==> src/rtl/spi_slave_pkg.sv <==
// Shared types and constants for the SPI responder: FSM state encoding,
// frame field sizes, the read/write command encoding and the CPOL/CPHA
// edge-selection helper used by the input synchronizer.
package spi_slave_pkg;

  typedef enum logic [2:0] {
    IDLE       = 3'd0,
    COMMAND    = 3'd1,
    ADDRESS    = 3'd2,
    WRITE_DATA = 3'd3,
    READ_DATA  = 3'd4,
    HOLD       = 3'd5
  } spi_state_e;

  localparam int   COMMAND_BITS = 1;
  localparam logic READ         = 1'b1;

  // Picks the leading or trailing SCLK edge; leading is rising for CPOL=0.
  function automatic logic pick_edge(input logic cpol, input logic want_leading,
                                     input logic rise, input logic fall);
    logic leading;
    logic trailing;
    if (cpol) begin
      leading  = fall;
      trailing = rise;
    end else begin
      leading  = rise;
      trailing = fall;
    end
    if (want_leading) begin
      return leading;
    end else begin
      return trailing;
    end
  endfunction

endpackage

==> src/rtl/spi_slave_input_synchronizer.sv <==
// Two-flop synchronizers for SCLK, chip select and MOSI, plus registered
// sample/shift strobes derived from the synchronized SCLK according to
// CPOL/CPHA. MOSI is delayed one extra stage so that sample_bit is aligned
// with sample_strobe. selected is the synchronized, inverted chip select.
module spi_slave_input_synchronizer
  import spi_slave_pkg::*;
(
  input  logic clock,
  input  logic reset_n,
  input  logic clock_polarity,
  input  logic clock_phase,
  input  logic serial_clock,
  input  logic chip_select,
  input  logic serial_in,
  output logic selected,
  output logic sample_strobe,
  output logic shift_strobe,
  output logic sample_bit
);

  logic sclk_meta_q, sclk_sync_q, sclk_prev_q;
  logic cs_meta_q, sel_sync_q;
  logic mosi_meta_q, mosi_sync_q, mosi_bit_q;
  logic sample_strobe_q, shift_strobe_q;
  logic sample_strobe_d, shift_strobe_d;
  logic sclk_rise, sclk_fall;

  // Classify the synchronized SCLK transition as a sample or a shift edge.
  always_comb begin
    sclk_rise       = sclk_sync_q & ~sclk_prev_q;
    sclk_fall       = ~sclk_sync_q & sclk_prev_q;
    sample_strobe_d = pick_edge(clock_polarity, ~clock_phase, sclk_rise, sclk_fall);
    shift_strobe_d  = pick_edge(clock_polarity, clock_phase, sclk_rise, sclk_fall);
  end

  // Synchronizer chains and edge-strobe registers; chip select idles high.
  always_ff @(posedge clock or negedge reset_n) begin
    if (!reset_n) begin
      sclk_meta_q     <= 1'b0;
      sclk_sync_q     <= 1'b0;
      sclk_prev_q     <= 1'b0;
      cs_meta_q       <= 1'b1;
      sel_sync_q      <= 1'b0;
      mosi_meta_q     <= 1'b0;
      mosi_sync_q     <= 1'b0;
      mosi_bit_q      <= 1'b0;
      sample_strobe_q <= 1'b0;
      shift_strobe_q  <= 1'b0;
    end else begin
      sclk_meta_q     <= serial_clock;
      sclk_sync_q     <= sclk_meta_q;
      sclk_prev_q     <= sclk_sync_q;
      cs_meta_q       <= chip_select;
      sel_sync_q      <= ~cs_meta_q;
      mosi_meta_q     <= serial_in;
      mosi_sync_q     <= mosi_meta_q;
      mosi_bit_q      <= mosi_sync_q;
      sample_strobe_q <= sample_strobe_d;
      shift_strobe_q  <= shift_strobe_d;
    end
  end

  assign selected      = sel_sync_q;
  assign sample_strobe = sample_strobe_q;
  assign shift_strobe  = shift_strobe_q;
  assign sample_bit    = mosi_bit_q;

endmodule

==> src/rtl/spi_slave.sv <==
// SPI responder bridging {read_write, address, data} MSB-first frames onto a
// synchronous register port. Supports all CPOL/CPHA modes.
// Optional feature macro: SPI_SLAVE_BURST_EN -- when defined, the data phase
// repeats per word with address auto-increment and read prefetch; when
// undefined, one data word is transferred and the FSM then parks in HOLD.
module spi_slave
  import spi_slave_pkg::*;
#(
  parameter int DATA_WIDTH    = 16,
  parameter int ADDRESS_WIDTH = 15
) (
  input  logic                     clock,
  input  logic                     reset_n,
  input  logic                     clock_polarity,
  input  logic                     clock_phase,
  input  logic                     serial_clock,
  input  logic                     chip_select,
  input  logic                     serial_in,
  output logic                     serial_out,
  output logic                     serial_out_enable,
  output logic                     write_enable,
  output logic [ADDRESS_WIDTH-1:0] write_address,
  output logic [DATA_WIDTH-1:0]    write_data,
  output logic                     read_request,
  output logic [ADDRESS_WIDTH-1:0] read_address,
  input  logic [DATA_WIDTH-1:0]    read_data,
  output logic                     busy,
  output logic                     frame_abort
);

  localparam int CNT_W = $clog2(((DATA_WIDTH > ADDRESS_WIDTH) ? DATA_WIDTH : ADDRESS_WIDTH) + 1);
  localparam logic [CNT_W-1:0] CNT_ZERO  = {CNT_W{1'b0}};
  localparam logic [CNT_W-1:0] CNT_ONE   = CNT_W'(1);
  localparam logic [CNT_W-1:0] CMD_LAST  = CNT_W'(COMMAND_BITS - 1);
  localparam logic [CNT_W-1:0] ADDR_LAST = CNT_W'(ADDRESS_WIDTH - 1);
  localparam logic [CNT_W-1:0] DATA_LAST = CNT_W'(DATA_WIDTH - 1);

  logic selected_s, sample_strobe_s, shift_strobe_s, sample_bit_s;

  spi_state_e               state_q, state_d;
  logic                     sel_prev_q, sel_prev_d;
  logic [CNT_W-1:0]         bit_cnt_q, bit_cnt_d;
  logic                     rw_q, rw_d;
  logic [ADDRESS_WIDTH-1:0] addr_q, addr_d;
  logic [DATA_WIDTH-1:0]    shift_in_q, shift_in_d;
  logic [DATA_WIDTH-1:0]    shift_out_q, shift_out_d;
  logic [DATA_WIDTH-1:0]    preload_q, preload_d;
  logic                     capture_q, capture_d;
  logic                     serial_out_q, serial_out_d;
  logic                     write_enable_q, write_enable_d;
  logic [ADDRESS_WIDTH-1:0] write_address_q, write_address_d;
  logic [DATA_WIDTH-1:0]    write_data_q, write_data_d;
  logic                     read_request_q, read_request_d;
  logic [ADDRESS_WIDTH-1:0] read_address_q, read_address_d;
  logic                     frame_abort_q, frame_abort_d;

  logic [ADDRESS_WIDTH-1:0] addr_shift_s, addr_inc_s;
  logic [DATA_WIDTH-1:0]    word_s;
  logic                     partial_s;

  spi_slave_input_synchronizer u_sync (
    .clock          (clock),
    .reset_n        (reset_n),
    .clock_polarity (clock_polarity),
    .clock_phase    (clock_phase),
    .serial_clock   (serial_clock),
    .chip_select    (chip_select),
    .serial_in      (serial_in),
    .selected       (selected_s),
    .sample_strobe  (sample_strobe_s),
    .shift_strobe   (shift_strobe_s),
    .sample_bit     (sample_bit_s)
  );

  // Frame decode, register-port strobes and MISO shifting.
  always_comb begin
    state_d         = state_q;
    sel_prev_d      = selected_s;
    bit_cnt_d       = bit_cnt_q;
    rw_d            = rw_q;
    addr_d          = addr_q;
    shift_in_d      = shift_in_q;
    shift_out_d     = shift_out_q;
    preload_d       = preload_q;
    capture_d       = read_request_q;
    write_enable_d  = 1'b0;
    write_address_d = write_address_q;
    write_data_d    = write_data_q;
    read_request_d  = 1'b0;
    read_address_d  = read_address_q;
    frame_abort_d   = 1'b0;
    serial_out_d    = 1'b0;

    addr_shift_s = {addr_q[ADDRESS_WIDTH-2:0], sample_bit_s};
    addr_inc_s   = addr_q + ADDRESS_WIDTH'(1);
    word_s       = {shift_in_q[DATA_WIDTH-2:0], sample_bit_s};
    // Any sampled frame bit without a finished word makes a deselect an abort.
    partial_s    = (state_q == ADDRESS) ||
                   (((state_q == WRITE_DATA) || (state_q == READ_DATA)) && (bit_cnt_q != CNT_ZERO));

    // read_data is valid the cycle after read_request. With CPHA=0 the first
    // bit must be on MISO before the first sample edge, so load it at once.
    if (capture_q) begin
      preload_d = read_data;
      if (clock_phase == 1'b0) begin
        shift_out_d = read_data;
      end else begin
        shift_out_d = shift_out_q;
      end
    end else begin
      preload_d = preload_q;
    end

    if (!selected_s) begin
      // Deselect wins over any SCLK edge seen in the same cycle.
      state_d   = IDLE;
      bit_cnt_d = CNT_ZERO;
      if (partial_s) begin
        frame_abort_d = 1'b1;
      end else begin
        frame_abort_d = 1'b0;
      end
    end else begin
      case (state_q)
        IDLE: begin
          // Start only on a fresh select; a select held across reset is ignored.
          if (!sel_prev_q) begin
            state_d     = COMMAND;
            bit_cnt_d   = CNT_ZERO;
            rw_d        = 1'b0;
            addr_d      = {ADDRESS_WIDTH{1'b0}};
            shift_in_d  = {DATA_WIDTH{1'b0}};
            shift_out_d = {DATA_WIDTH{1'b0}};
          end else begin
            state_d = IDLE;
          end
        end
        COMMAND: begin
          if (sample_strobe_s) begin
            rw_d = sample_bit_s;
            if (bit_cnt_q == CMD_LAST) begin
              state_d   = ADDRESS;
              bit_cnt_d = CNT_ZERO;
            end else begin
              bit_cnt_d = bit_cnt_q + CNT_ONE;
            end
          end else begin
            state_d = COMMAND;
          end
        end
        ADDRESS: begin
          if (sample_strobe_s) begin
            addr_d = addr_shift_s;
            if (bit_cnt_q == ADDR_LAST) begin
              bit_cnt_d = CNT_ZERO;
              if (rw_q == READ) begin
                state_d        = READ_DATA;
                read_request_d = 1'b1;
                read_address_d = addr_shift_s;
              end else begin
                state_d = WRITE_DATA;
              end
            end else begin
              bit_cnt_d = bit_cnt_q + CNT_ONE;
            end
          end else begin
            state_d = ADDRESS;
          end
        end
        WRITE_DATA: begin
          if (sample_strobe_s) begin
            shift_in_d = word_s;
            if (bit_cnt_q == DATA_LAST) begin
              bit_cnt_d       = CNT_ZERO;
              write_enable_d  = 1'b1;
              write_address_d = addr_q;
              write_data_d    = word_s;
              addr_d          = addr_inc_s;
`ifdef SPI_SLAVE_BURST_EN
              state_d = WRITE_DATA;
`else
              state_d = HOLD;
`endif
            end else begin
              bit_cnt_d = bit_cnt_q + CNT_ONE;
            end
          end else begin
            state_d = WRITE_DATA;
          end
        end
        READ_DATA: begin
          if (sample_strobe_s) begin
            if (bit_cnt_q == DATA_LAST) begin
              bit_cnt_d = CNT_ZERO;
`ifdef SPI_SLAVE_BURST_EN
              // Prefetch the next word; the final one of a burst goes unused.
              addr_d         = addr_inc_s;
              read_request_d = 1'b1;
              read_address_d = addr_inc_s;
              state_d        = READ_DATA;
`else
              state_d = HOLD;
`endif
            end else begin
              bit_cnt_d = bit_cnt_q + CNT_ONE;
            end
          end else if (shift_strobe_s) begin
            // CPHA=1 loads a word on its first shift edge; CPHA=0 already
            // holds it, so the shift edge before the word's first sample idles.
            if (clock_phase == 1'b1) begin
              if (bit_cnt_q == CNT_ZERO) begin
                shift_out_d = preload_q;
              end else begin
                shift_out_d = {shift_out_q[DATA_WIDTH-2:0], 1'b0};
              end
            end else begin
              if (bit_cnt_q != CNT_ZERO) begin
                shift_out_d = {shift_out_q[DATA_WIDTH-2:0], 1'b0};
              end else begin
                state_d = READ_DATA;
              end
            end
          end else begin
            state_d = READ_DATA;
          end
        end
        HOLD: begin
          state_d = HOLD;
        end
        default: begin
          state_d = IDLE;
        end
      endcase
    end

    if (state_d == READ_DATA) begin
      serial_out_d = shift_out_d[DATA_WIDTH-1];
    end else begin
      serial_out_d = 1'b0;
    end
  end

  // State and output registers; everything clears on reset.
  always_ff @(posedge clock or negedge reset_n) begin
    if (!reset_n) begin
      state_q         <= IDLE;
      sel_prev_q      <= 1'b1;
      bit_cnt_q       <= CNT_ZERO;
      rw_q            <= 1'b0;
      addr_q          <= {ADDRESS_WIDTH{1'b0}};
      shift_in_q      <= {DATA_WIDTH{1'b0}};
      shift_out_q     <= {DATA_WIDTH{1'b0}};
      preload_q       <= {DATA_WIDTH{1'b0}};
      capture_q       <= 1'b0;
      serial_out_q    <= 1'b0;
      write_enable_q  <= 1'b0;
      write_address_q <= {ADDRESS_WIDTH{1'b0}};
      write_data_q    <= {DATA_WIDTH{1'b0}};
      read_request_q  <= 1'b0;
      read_address_q  <= {ADDRESS_WIDTH{1'b0}};
      frame_abort_q   <= 1'b0;
    end else begin
      state_q         <= state_d;
      sel_prev_q      <= sel_prev_d;
      bit_cnt_q       <= bit_cnt_d;
      rw_q            <= rw_d;
      addr_q          <= addr_d;
      shift_in_q      <= shift_in_d;
      shift_out_q     <= shift_out_d;
      preload_q       <= preload_d;
      capture_q       <= capture_d;
      serial_out_q    <= serial_out_d;
      write_enable_q  <= write_enable_d;
      write_address_q <= write_address_d;
      write_data_q    <= write_data_d;
      read_request_q  <= read_request_d;
      read_address_q  <= read_address_d;
      frame_abort_q   <= frame_abort_d;
    end
  end

  assign serial_out        = serial_out_q;
  assign serial_out_enable = selected_s;
  assign busy              = selected_s;
  assign write_enable      = write_enable_q;
  assign write_address     = write_address_q;
  assign write_data        = write_data_q;
  assign read_request      = read_request_q;
  assign read_address      = read_address_q;
  assign frame_abort       = frame_abort_q;

endmodule

==> config.mk <==
export PLATFORM = sky130hd
export DESIGN_NAME = spi_slave
export DESIGN_NICKNAME = d
export VERILOG_FILES = /design/src/rtl/spi_slave_pkg.sv /design/src/rtl/spi_slave_input_synchronizer.sv /design/src/rtl/spi_slave.sv
export SDC_FILE = /design/constraint.sdc
export NUM_CORES = 1
export LEC_CHECK = 0
export ABC_CLOCK_PERIOD_IN_PS = 5900
export CAP_MARGIN = 10
export CORE_UTILIZATION = 50
export CTS_CLUSTER_SIZE = 20
export DETAILED_ROUTE_END_ITERATION = 10
export GPL_TIMING_DRIVEN = 0
export PLACE_DENSITY = 0.7
export RECOVER_POWER = 50
export SETUP_SLACK_MARGIN = 0.5
export SLEW_MARGIN = 40
export SYNTH_ARGS = -nofsm -noshare
export SYNTH_HDL_FRONTEND = slang
export SYNTH_SLANG_ARGS = --single-unit
==> constraint.sdc <==
create_clock -name clock -period 5.9 [get_ports clock]
set_input_delay 0.885 -clock clock [delete_from_list [all_inputs] [get_ports clock]]
set_output_delay 0.885 -clock clock [all_outputs]
set_load 0.005 [all_outputs]
==> run_results.csv <==
group,metric,value,unit
placed_design,dp_hpwl,9510,um
route,drtIter0Drc,291,
run,max_cap_violations,1,
timing,hold_violations,0,
worst_setup_path,crit_family,"buffers and inverters",
timing,period_needed,3.61,ns
worst_setup_path,r2r_end,"addr_q[12]",
clocking,cts.sinks,133,
run_status,status,"finished, violations left",
yosys,synth_top_area_cell,"dfrtp_1",
route,viasPerCell,5.56,
global_routing,track_usage,24.3,%
clocking,clockRootBuffer,"clkbuf_16",
floorplanning,initial_utilization,51.5,%
floorplanning,ios,75,
route,met1_length,6250,um
floorplanning,core_area,0.0121,mm2
clocking,tritoncts,"yes",
worst_setup_path,crit_required,5.62,ns
yosys,synth_seq_cells,133,
clocking,clk_pin_slew,0.05,ns
timing,hold-worst-slack,0.345,ns
worst_setup_path,r2r-start,"bit_cnt_q[1]",
clocking,cts_made_buffers,17,
yosys,synth.area.top_cells,"dfrtp_1 53%, mux2_2 11%, nand2_1 4.8%, o21ai_0 4.0%, mux2i_1 3.9%",
worst_setup_path,crit_arrival,3.34,ns
yosys,synthesis.nets,593,
final_layout,fillers,958,
clocking,post_cts_buffers,0,
clocking,clockBufferDepth,2,
route,wl,14200,um
power,p_seq_share,42.6,%
global_routing,overflow,0,
worst_setup_path,r2r_cells,9,
worst_setup_path,critPathMaxFanout,63,
worst_setup_path,critPathMaxStageDelay,2.43,ns
worst_setup_path,crit_path_top_delay_cell,"clkbuf_1",
worst_setup_path,worst-path-stages,1,
yosys,synth-main-ff-cell,"dfrtp_1",
yosys,synth-seq-area-share,53.6,%
timing,period_share,61.2,%
worst_setup_path,startpoint_type,"input pin",
power,clkPwrFrac,51.8,%
floorplanning,rows,40,
worst_setup_path,critPathBufInv,1,
final_layout,diodes,0,
clocking,h-tree-depth,4,
route,wl_met2,6990,um
power,swShare,21.8,%
yosys,yosys_warnings,0,
timing,worstMarginPinSlew,3.49,ns
final_layout,drive_above_1_share,20.0,%
route,drtPass1Iterations,5,
power,combPwrFrac,5.6,%
timing,rsz0062_at_grt,"false",
global_routing,antenna_found_initial,0,
power,p_sw,0.475,mW
power,p_leak,3.52,nW
run_status,violations,"capacitance limit, slew limit",
final_layout,layout.nets,687,
yosys,synth_edf_count,0,
worst_setup_path,crit_path_end,"preload_q[2]",
route,dr_wl_met3,595,um
worst_setup_path,worstSetupStartpoint,"reset_n",
placed_design,place_congestion,0.856,
route,highest_layer,"met4",
global_routing,grt_pass1_vias,4843,
placed_design,port_buffers,74,
yosys,netlist_area,0.00621,mm2
route,wl_per_cell,16.9,um
clocking,cts_hold_buf,0,
clocking,ctsResizeCount,0,
worst_setup_path,crit_type,"in2async",
route,final_antenna_net_count,0,
power,ir_drop,202,uV
timing,fmax,277,MHz
yosys,syn_avg_cell_area,11.0,um2
yosys,netlist_instances,564,
global_routing,grt_max_degree,72,
floorplanning,fp.dieH,113,um
timing,max-slew-margin-rel,-133,%
route,dr_total_vias,4663,
floorplanning,dieArea,0.0129,mm2
power,intPower,1.70,mW
timing,setup_violations,0,
final_layout,area_growth,26.1,%
worst_setup_path,path_cells,"clkbuf_1",
worst_hold_path,hp-class,"reg2reg",
timing,clock_skew,0.0132,ns
global_routing,grt_pass1_wl,24100,um
yosys,synthArstFlopShare,100,%
timing,maxSlewViolCount,63,
yosys,yosysTopAreaCellShare,52.8,%
worst_setup_path,r2r_slack,3.21,ns
floorplanning,fp.dieW,113,um
clocking,clkLatencyLatePin,0.42,ns
route,drc,0,
final_layout,utilization,64.9,%
yosys,synth_cell_types,65,
power,powerDensity,278,mW/mm2
worst_setup_path,endpoint_kind,"asynchronous set/reset pin",
-- state kept, by name, indices dropped and copies added, names as in the netlist, 3 cells and up --
| register | count |
|---|---|
| state_q | 3 |
| write_address | 15 |
| write_data | 16 |
| read_address | 15 |
| bit_cnt_q | 5 |
| addr_q | 15 |
| preload_q | 16 |
| shift_in_q | 15 |
| shift_out_q | 16 |
-- cell type report --
cell class | instances | area (um2) | share of cell area, %
clock buffers | 20 | 467 | 5.96
multi-input cells | 378 | 2640 | 33.7
clock inverters | 12 | 175 | 2.24
inverters | 13 | 48.8 | 0.623
plain buffers | 40 | 195 | 2.49
well taps | 168 | 210 | 2.68
flip-flops and latches | 133 | 3330 | 42.5
repair buffers | 75 | 762 | 9.73
-- per-stage QoR --
stage          worst slack, ns  area (um2)  setup TNS, ns  std cells  total power [mW]
3_3_place_gp             -1.23        7160        -159.35        806              1.06
4_1_cts                   3.24        7840              0        839              2.20
5_1_grt                   1.61        7830              0        839              2.26
6_report                  2.29        7830              0        839              2.18
3_5_place_dp              2.91        7190              0        807              1.07
2_1_floorplan             3.69        6210              0        564              1.00
-- synthesized netlist by cell type (10+ instances only) --
library cell and instances:
buf_2 22, inv_1 13, mux2_2 62, nand2_1 79, dfrtp_1 131, nor2_1 15
o22ai_1 14, mux2i_1 24, o21ai_0 50, a21oi_1 19, nand3_1 11, clkbuf_1 10
-- cell families after synthesis --
| logic type | after synthesis | share of synthesized area, % |
|---|---|---|
| AOI/OAI and AO/OA | 125 | 12.9 |
| xor gates and xnor gates | 1 | 0.141 |
| adders and majority gates | 6 | 1.21 |
| buffers and inverters | 53 | 3.95 |
| DFF | 133 | 53.6 |
| muxes | 86 | 15.1 |
| and+or+nand+nor | 160 | 13.0 |
-- how the worst min path moves through the flow --
| stage | start | endpoint | slack [ns] | cells after the start |
|---|---|---|---|---|
| 6_report | u_sync.sclk_meta_q | u_sync.sclk_sync_q | 0.35 | 0 |
| 5_1_grt | u_sync.sclk_meta_q | u_sync.sclk_sync_q | 0.35 | 0 |
| 4_1_cts | u_sync.sclk_meta_q | u_sync.sclk_sync_q | 0.35 | 0 |
| 3_5_place_dp | u_sync.mosi_sync_q | u_sync.sample_bit | 0.33 | 0 |
| 3_3_place_gp | u_sync.mosi_meta_q | u_sync.mosi_sync_q | 0.34 | 0 |
| 2_1_floorplan | u_sync.mosi_meta_q | u_sync.mosi_sync_q | 0.33 | 0 |
-- layer usage --
| metal | vias up | global-route usage (%) |
|---|---|---|
| met3 | 28 | 5.74 |
| met2 | 130 | 39.3 |
| met4 | 0 | 11.1 |
| met5 | - | 0 |
| met1 | 2304 | 31.2 |
| li1 | 2201 | - |
-- power groups by stage --
| stage | clock network (mW) | registers [mW] | logic [mW] |
|---|---|---|---|
| after floorplan | 0 | 0.942 | 0.0627 |
| after global placement | 0 | 0.944 | 0.117 |
| after detailed placement | 0 | 0.944 | 0.123 |
| after CTS | 1.14 | 0.928 | 0.124 |
| after global routing | 1.19 | 0.929 | 0.135 |
| final | 1.13 | 0.928 | 0.121 |
-- layout by cell type (no fill, tap or decap), types with 3 or more instances in the layout --
master / n
buf_4: 5
clkbuf_8: 3
o21ai_0: 50
clkinvlp_4: 3
nand3_1: 11
clkinv_2: 3
o21ai_1: 3
buf_2: 21
bufinv_16: 4
and3_1: 9
mux2i_1: 24
ha_1: 6
o31ai_1: 4
dlygate4sd3_1: 9
a21oi_1: 19
nand2_1: 79
dfrtp_1: 131
mux2_2: 62
clkbuf_16: 17
inv_1: 13
nand2b_1: 9
clkbuf_1: 13
o22ai_1: 14
clkdlybuf4s50_1: 64
a31oi_1: 7
nor3_1: 5
nor4_1: 5
nor2_1: 15
nand4_1: 3
(Power assumes the default switching activity.)
